`src/rtl/bus_arbiter8.sv`:
```
// Eight-requester round-robin bus arbiter with a per-grant hold limit.
// Drives a 3-to-8 decoder through sel/en and also provides the decoded one-hot grant.
module bus_arbiter8 #(
   parameter int MAX_HOLD = 15
) (
   input  logic       clk,
   input  logic       rst,
   input  logic [7:0] req,
   input  logic       done,
   output logic [2:0] sel,
   output logic       en,
   output logic [7:0] gnt,
   output logic       timeout
);

   typedef enum logic [1:0] {
      IDLE    = 2'd0,
      GRANT   = 2'd1,
      RELEASE = 2'd2
   } state_t;

   localparam logic [7:0] HOLD_LAST = 8'(MAX_HOLD - 1);

   state_t     state, state_n;
   logic [2:0] ptr, ptr_n;
   logic [7:0] cnt, cnt_n;
   logic [2:0] sel_n;
   logic       en_n;
   logic       timeout_n;

   logic       found;
   logic [2:0] win;
   logic [2:0] idx;

   // First set request bit at or above ptr, wrapping from 7 back to 0.
   always_comb begin
      found = 1'b0;
      win   = ptr;
      idx   = ptr;
      for (int i = 0; i < 8; i++) begin
         idx = ptr + 3'(i);
         if (!found && req[idx]) begin
            found = 1'b1;
            win   = idx;
         end
      end
   end

   always_comb begin
      state_n   = state;
      ptr_n     = ptr;
      cnt_n     = cnt;
      sel_n     = sel;
      en_n      = en;
      timeout_n = 1'b0;
      case (state)
         IDLE, RELEASE: begin
            if (found) begin
               state_n = GRANT;
               sel_n   = win;
               en_n    = 1'b1;
               cnt_n   = 8'd0;
            end else begin
               state_n = IDLE;
               en_n    = 1'b0;
            end
         end
         GRANT: begin
            // A voluntary release outranks the hold limit, so timeout is only
            // flagged when the owner still wants the bus.
            if (done || !req[sel]) begin
               state_n = RELEASE;
               en_n    = 1'b0;
               ptr_n   = sel + 3'd1;
            end else if (cnt == HOLD_LAST) begin
               state_n   = RELEASE;
               en_n      = 1'b0;
               ptr_n     = sel + 3'd1;
               timeout_n = 1'b1;
            end else begin
               cnt_n = cnt + 8'd1;
            end
         end
         default: begin
            state_n = IDLE;
            en_n    = 1'b0;
         end
      endcase
   end

   always_ff @(posedge clk or posedge rst) begin
      if (rst) begin
         state   <= IDLE;
         ptr     <= 3'd0;
         cnt     <= 8'd0;
         sel     <= 3'd0;
         en      <= 1'b0;
         timeout <= 1'b0;
      end else begin
         state   <= state_n;
         ptr     <= ptr_n;
         cnt     <= cnt_n;
         sel     <= sel_n;
         en      <= en_n;
         timeout <= timeout_n;
      end
   end

   // Decoded purely from registers so reset clears it without a clock edge.
   assign gnt = en ? (8'b0000_0001 << sel) : 8'h00;

endmodule

```
`config.mk`:
```
export PLATFORM = sky130hd
export DESIGN_NAME = bus_arbiter8
export DESIGN_NICKNAME = d
export VERILOG_FILES = /design/src/rtl/bus_arbiter8.sv
export SDC_FILE = /design/constraint.sdc
export NUM_CORES = 1
export LEC_CHECK = 0
export CORE_UTILIZATION = 49
export CTS_CLUSTER_SIZE = 14
export DETAILED_ROUTE_END_ITERATION = 7
export GPL_TIMING_DRIVEN = 1
export PLACE_DENSITY = 0.69
export SLEW_MARGIN = 20
export SYNTH_ARGS = -nofsm -noshare
export SYNTH_HDL_FRONTEND = slang
export SYNTH_SLANG_ARGS = --single-unit
```
`constraint.sdc`:
```
create_clock -name clk -period 7 [get_ports clk]
set_input_delay 1.4 -clock clk [delete_from_list [all_inputs] [get_ports clk]]
set_output_delay 1.4 -clock clk [all_outputs]
set_load 0.02 [all_outputs]
```
* Yosys cells after proc, flatten, opt, wreduce, memory -nomap -nowiden
Index checks and enable logic that the tools add are counted.
Widths: inputs -> output; s select.
** Word-level totals
- Output and inout port bits :: 13
- Word-level logic and storage cells :: 106
- Flip-flop bits (word level) :: 18
- Input port bits :: 11
** Operators by class
- Shift-type cells :: 1
- Equal/unequal tests :: 7
- $lt $le $gt $ge :: 9
- Reduce and logical (&&, ||, !) cells :: 23
- $add $sub $neg :: 9
- Multiplexer cells :: 51
** Operators by type and width (count)
- $lt 3x4->1 const B :: 9
- $mux 8 :: 4
- $bmux 1 s3 :: 9
- $mux 3 :: 9
- $mux 1 :: 24
- $pmux 8 s2 :: 1
- $add 3x3->3 const B :: 4
- $add 8x1->8 const B :: 1
- $eq 8x4->1 const B :: 1
- $logic_not 1->1 :: 8
- $shl 1x3->8 const A :: 1
- $logic_and 1x1->1 :: 7
- $add 3x1->3 const B :: 2
- $add 3x2->3 const B :: 2
- $ne 2x2->1 const B :: 3
- $mux 2 :: 2
- $pmux 2 s2 :: 1
- $reduce_and 2->1 :: 2
- $reduce_and 4->1 :: 1
- $reduce_bool 2->1 :: 2
- $ne 3x3->1 const B :: 1
- $eq 2x1->1 const B :: 1
- $eq 2x2->1 const B :: 1
- $logic_not 2->1 :: 1
- other kinds (3) :: 3

* Depth between registers and ports, before layout
- Word-level depth :: 26
- Mapped depth :: 14
- Gate-level depth less buffers :: 9

* Worst setup path after synthesis
OpenSTA, ideal clock, no wires.
- Kind :: input -> register
- Start :: in req[1]
- End :: reg en
- Stages :: 7
- Setup time :: 118 ps
- Arrival time :: 2887 ps
- Data required time :: 6882 ps
- Buffers on the path :: 1
- Path slack :: 3995 ps
- Path through :: mux4_1 -> nor2_1 -> a22oi_4 -> nor3_4 -> a41oi_2 -> buf_6 -> a21o_1
** On the way
- Word-level cells in the longest chain between the ends :: 26
- Elaborated cells between the ends (all ways) :: 46
- Classes of those cells :: 1 x eq/ne; 29 x mux; 16 x reduce/logical
** RTL lines
- from (decl) :: RTL line 8 : input logic [7:0] req,
- $bmux 1 s3 :: RTL line 42 : if (!found && req[idx]) begin
- $mux 1 (not written as such) :: RTL line 42
- $mux 1 :: RTL line 42
- $logic_not 1->1 :: RTL line 42
- $logic_and 1x1->1 :: RTL line 42
- $mux 1 :: RTL line 42
- $logic_not 1->1 :: RTL line 42
- $logic_and 1x1->1 :: RTL line 42
- [... 10 more ...]
- $logic_not 1->1 :: RTL line 42
- $logic_and 1x1->1 :: RTL line 42
- $mux 1 :: RTL line 42
- $logic_not 1->1 :: RTL line 42
- $logic_and 1x1->1 :: RTL line 42
- $mux 1 :: RTL line 42
- $mux 1 :: RTL line 58 : if (found) begin
- $pmux 1 s2 :: RTL line 56 : case (state)
- to (signal assigned) :: RTL line 104 : en <= en_n;
- to (decl) :: RTL line 11 : output logic en,
Several ways; a longest one is shown, not always the timed one. The select of a mux whose other input is x is not followed.
A chain may end at the register's enable or synchronous reset.

* Worst setup path in the final report
- Start :: reg ptr[1]
- End :: reg cnt[1]
** On the way
- Word-level cells in the longest chain between the ends :: 26
- Elaborated cells between the ends (all ways) :: 47
- Classes of those cells :: 7 x add/sub; 1 x eq/ne; 24 x mux; 15 x reduce/logical
** RTL lines
- from (decl) :: RTL line 25 : logic [2:0] ptr, ptr_n;
- from (signal assigned) :: RTL line 101 : ptr <= ptr_n;
- parallel branches: the longest is 23 deep, another holds $add 3x1->3
- $mux 1 * :: RTL line 42
- $ne 2x2->1 (no line) *
- $reduce_and 4->1 (no line) *
- to (signal assigned) :: RTL line 102 : cnt <= cnt_n;
- to (decl) :: RTL line 26 : logic [7:0] cnt, cnt_n;
Every way passes the cells marked *. The select of a mux whose other input is x is not followed.

==> out/summary.md <==
The run finished with clean final reports. The logs give 0.519 for the starting density of the core and 3.96 ns for the data arrival time at the worst-slack endpoint. Counting along the longest clock path gives a buffer depth of 2.

The tools report the count of pins over their slew limit as 0. The critical path runs through a total of 9 cells. In this run the count of I/O pins placed on the die edge is 24. For the headroom to the max-slew limit, the log shows 0.543.

Total number of placement rows: 22. The logs give 0 for the number of warning messages in the yosys log and 0.00334 ns for the clock skew. For the pin with the worst max-slew slack, the measured transition is 0.685 ns. The first-pass GRT wire length came out at 7250 µm. The logs give 450 µm² for the sequential cell area in the final layout and 18 for the clock sink count. The count of buffers inserted at the top-level ports is 23. Reg-to-reg critical path endpoint: cnt[1].

Final hold analysis gives a worst-case slack of 0.519 ns. The share of cells above drive strength 1 was 0.107. The number of global-route vias before repair was 1535; the delay of the slowest critical-path stage was 0.76 ns. The placeable core region is 0.00372 mm², and the number of buffer and inverter instances along the worst setup path is 1. The cell count after placement is 258, and the layout overhead on the synthesized area is 15.0%. In the final routed layout, each cell accounts on average for 16.7 µm.

The number of flops mapped to enable cells by yosys was 0. TritonCTS built the clock tree. The run gives 0 as the number of buffers inserted by post-CTS setup repair. The worst setup path is captured at a flip-flop. After clock tree synthesis, the flow added hold-fix buffers numbering 0.

The total global-route track usage is 0.225, and the detailed-placement wirelength estimate is 3470 µm. In the layout the commonest cells are sky130_fd_sc_hd__clkdlybuf4s50_1 (23), sky130_fd_sc_hd__mux2i_1 (18), sky130_fd_sc_hd__dfrtp_1 (18). The number of vias per cell is 6.21. The post-synthesis share of cell area spent on xor and xnor gates was 0.0409; the number of cells on the worst reg-to-reg path was 9. The overall routed net length is 4380 µm, and the initial antenna violation count is 0.

The detailed router placed 1627 vias in this run. Synthesized area per cell: 9.88 µm². Async set-reset flop share out of synthesis: 1.00.

For the fmax, the log shows 262 MHz. Summed negative setup slack over all endpoints: 0 ns. Among all stages on the critical path, the largest delay is contributed by sky130_fd_sc_hd__ha_1.

The register bit total from synthesis was 18; the number of buffers created by CTS was 3. Excluding fillers, the count of instances in the completed layout stands at 262. The analysis attributes to cell leakage a power of 0.000964 µW. The first-pass iteration count of the detailed router was 4. The share of the cycle needed by the critical path after routing came out at 0.546. Family with the most delay on the worst path: compound AO/OA/AOI/OAI gates.

Clock-pin slew was measured on the worst setup and hold paths at 0.07 ns. The final-report hold violation count is 0. The share of the synthesized area in compound gates (AO/OA/AOI/OAI) was 0.158.

The run gives 1 as the H-tree depth. The most critical setup path has its endpoint at cnt[1]. Summed over all layers, the global routing overflow is 0. The die height works out to 64.7 µm. The worst setup path is launched from a flip-flop. Setup slack on the worst reg-to-reg path comes out at 3.18 ns.

Root buffer selected by CTS: sky130_fd_sc_hd__clkbuf_8. The signal on the critical path passes through inv_1 -> ha_1 -> mux2i_1 -> mux4_1 -> a22oi_4 -> nor3_4 -> a41oi_2 -> nand2b_4 -> o22ai_1. The min-delay analysis places its worst path in the category flip-flop to flip-flop.

The time the final worst path needs with I/O delays and setup is 3.82 ns. After detailed routing, the number of remaining DRC violations is 0. The run gives 0 as the final-report setup violation count. The number of gates resized after cts is 0, and the first-iteration detailed-routing DRC count is 120. After the last flow step, the layout net total stands at 236.

The multiplexer area fraction after synthesis is 0.267. Measured along the x axis, the die boundary spans 64.7 µm. At the later pin of the worst-skew pair, clock insertion delay measures 0.25 ns.

The critical path starts at ptr[1]. The run gives 0.00136 mm² as the area of combinational cells with multiple inputs. Setup repair after global routing left no endpoint under its margin. Along the worst path, the maximum fanout reaches 14. The floorplan step defined a die boundary enclosing 0.00419 mm². The startpoint identified for the worst register-to-register timing path is ptr[1]. The number of standard cells after synthesis is 195, and the adder-cell area share of the yosys netlist is 0.0649.

The synthesized-area fraction occupied by and/or/nand/nor cells is 0.175, and the count of cell types in the netlist is 49. The run gives 0 as the count of inserted antenna diode cells. Power spread over the standard cell area amounts to 504 mW/mm². The congestion estimate from routability-driven global placement came to 0.896.

The commonest register cell after synthesis is sky130_fd_sc_hd__dfrtp_1. STA puts the critical path data required time at 7.14 ns. The count of nets left with antenna violations after detail routing is 0, and the final design area excluding fillers is 0.00222 mm². Critical path start-end classification: flip-flop to flip-flop.

Entering global routing, the biggest net connects 23 pins. The reported max-cap violation count was 0; the sequential area share after synthesis was 0.234. The library cell used most frequently in the layout, excluding fill and tap cells, is sky130_fd_sc_hd__clkdlybuf4s50_1.

Fill cells in the final layout number 323. In this run the cell area measured after placement is 0.00216 mm². The run gives 216 as the net count after synthesis. Combinational family with the most area after synthesis: multiplexers. Summing every instance area after synthesis gives 0.00193 mm². IR analysis of the VDD net gives a maximum drop of 284 µV.
==> power breakdown <==
part | internal [µW] | total [µW] | switching (µW)
combinational | 375 | 836 | 461
sequential | 134 | 199 | 64.8
clock | 49.9 | 82.2 | 32.3
total | 560 | 1120 | 558
==> state kept, by name, summed over array words and instances (netlist names) <==
name / count
cnt: 8
ptr: 3
sel: 3
state: 2
en: 1
timeout: 1
==> tightest hold or removal path: stages (launching register included) <==
cell,delay (ns)
sky130_fd_sc_hd__dfrtp_1,0.33
sky130_fd_sc_hd__nor2b_1,0.06
sky130_fd_sc_hd__nand2_1,0.06
sky130_fd_sc_hd__nor3_1,0.04
==> cell families after synthesis <==
group	Yosys count
xor gates and xnor gates	9
buffers and inverters	23
muxes	32
DFF	18
adders and majority gates	10
and+or+nand+nor	63
AOI/OAI and AO/OA	40
==> cells in the mapped netlist, drive strengths merged (2+ instances only) <==
master,instances,area (µm²)
o211ai,4,30.0
a21oi,6,30.0
nor2,12,45.0
o221ai,3,32.5
mux4,12,289
buf,8,60.1
o22ai,2,12.5
inv,14,52.6
nand2,17,66.3
a211oi,2,15.0
dfrtp,18,450
nor2b,3,18.8
ha,10,125
mux2i,20,225
nand4,4,25.0
and3,6,37.5
o21ai,11,58.8
nand2b,4,32.5
or3,2,12.5
nand3,4,20.0
xnor2,2,17.5
nor3,4,31.3
xor2,7,61.3
and2,6,37.5
==> cell type report <==
type	instances	area share
timing repair buffer	24	0.107
inverter	14	0.0237
sequential	18	0.203
clock buffer	4	0.0248
tap	48	0.0271
multi-input combinational	154	0.614
==> per-stage QoR <==
step                      setup slack [ns]  utilization  total power (µW)
after floorplan                       3.99            -               863
after global routing                  2.94        0.596              1200
after global placement                3.05        0.581              1010
after CTS                             3.18        0.596              1110
after detailed placement              2.94        0.581              1030
final                                 3.18        0.596              1120
==> worst min-delay path by stage <==
stage / depth (start not counted) / slack [ns] / from / end
after floorplan: 3 / 0.49 / state[1] / timeout
after global placement: 3 / 0.53 / state[1] / timeout
after detailed placement: 3 / 0.52 / state[1] / timeout
after CTS: 3 / 0.52 / state[1] / timeout
after global routing: 3 / 0.57 / state[1] / timeout
final: 3 / 0.52 / state[1] / timeout
==> routing by layer <==
layer  GRT usage  vias up  routed length [µm]
li1            -      770                   -
met1       0.301      797                2060
met2       0.378       50                2110
met3      0.0423       10                 149
met4      0.0444        0                  60
met5           0        -                   0
No activity file was read; power rests on OpenSTA's default activity.
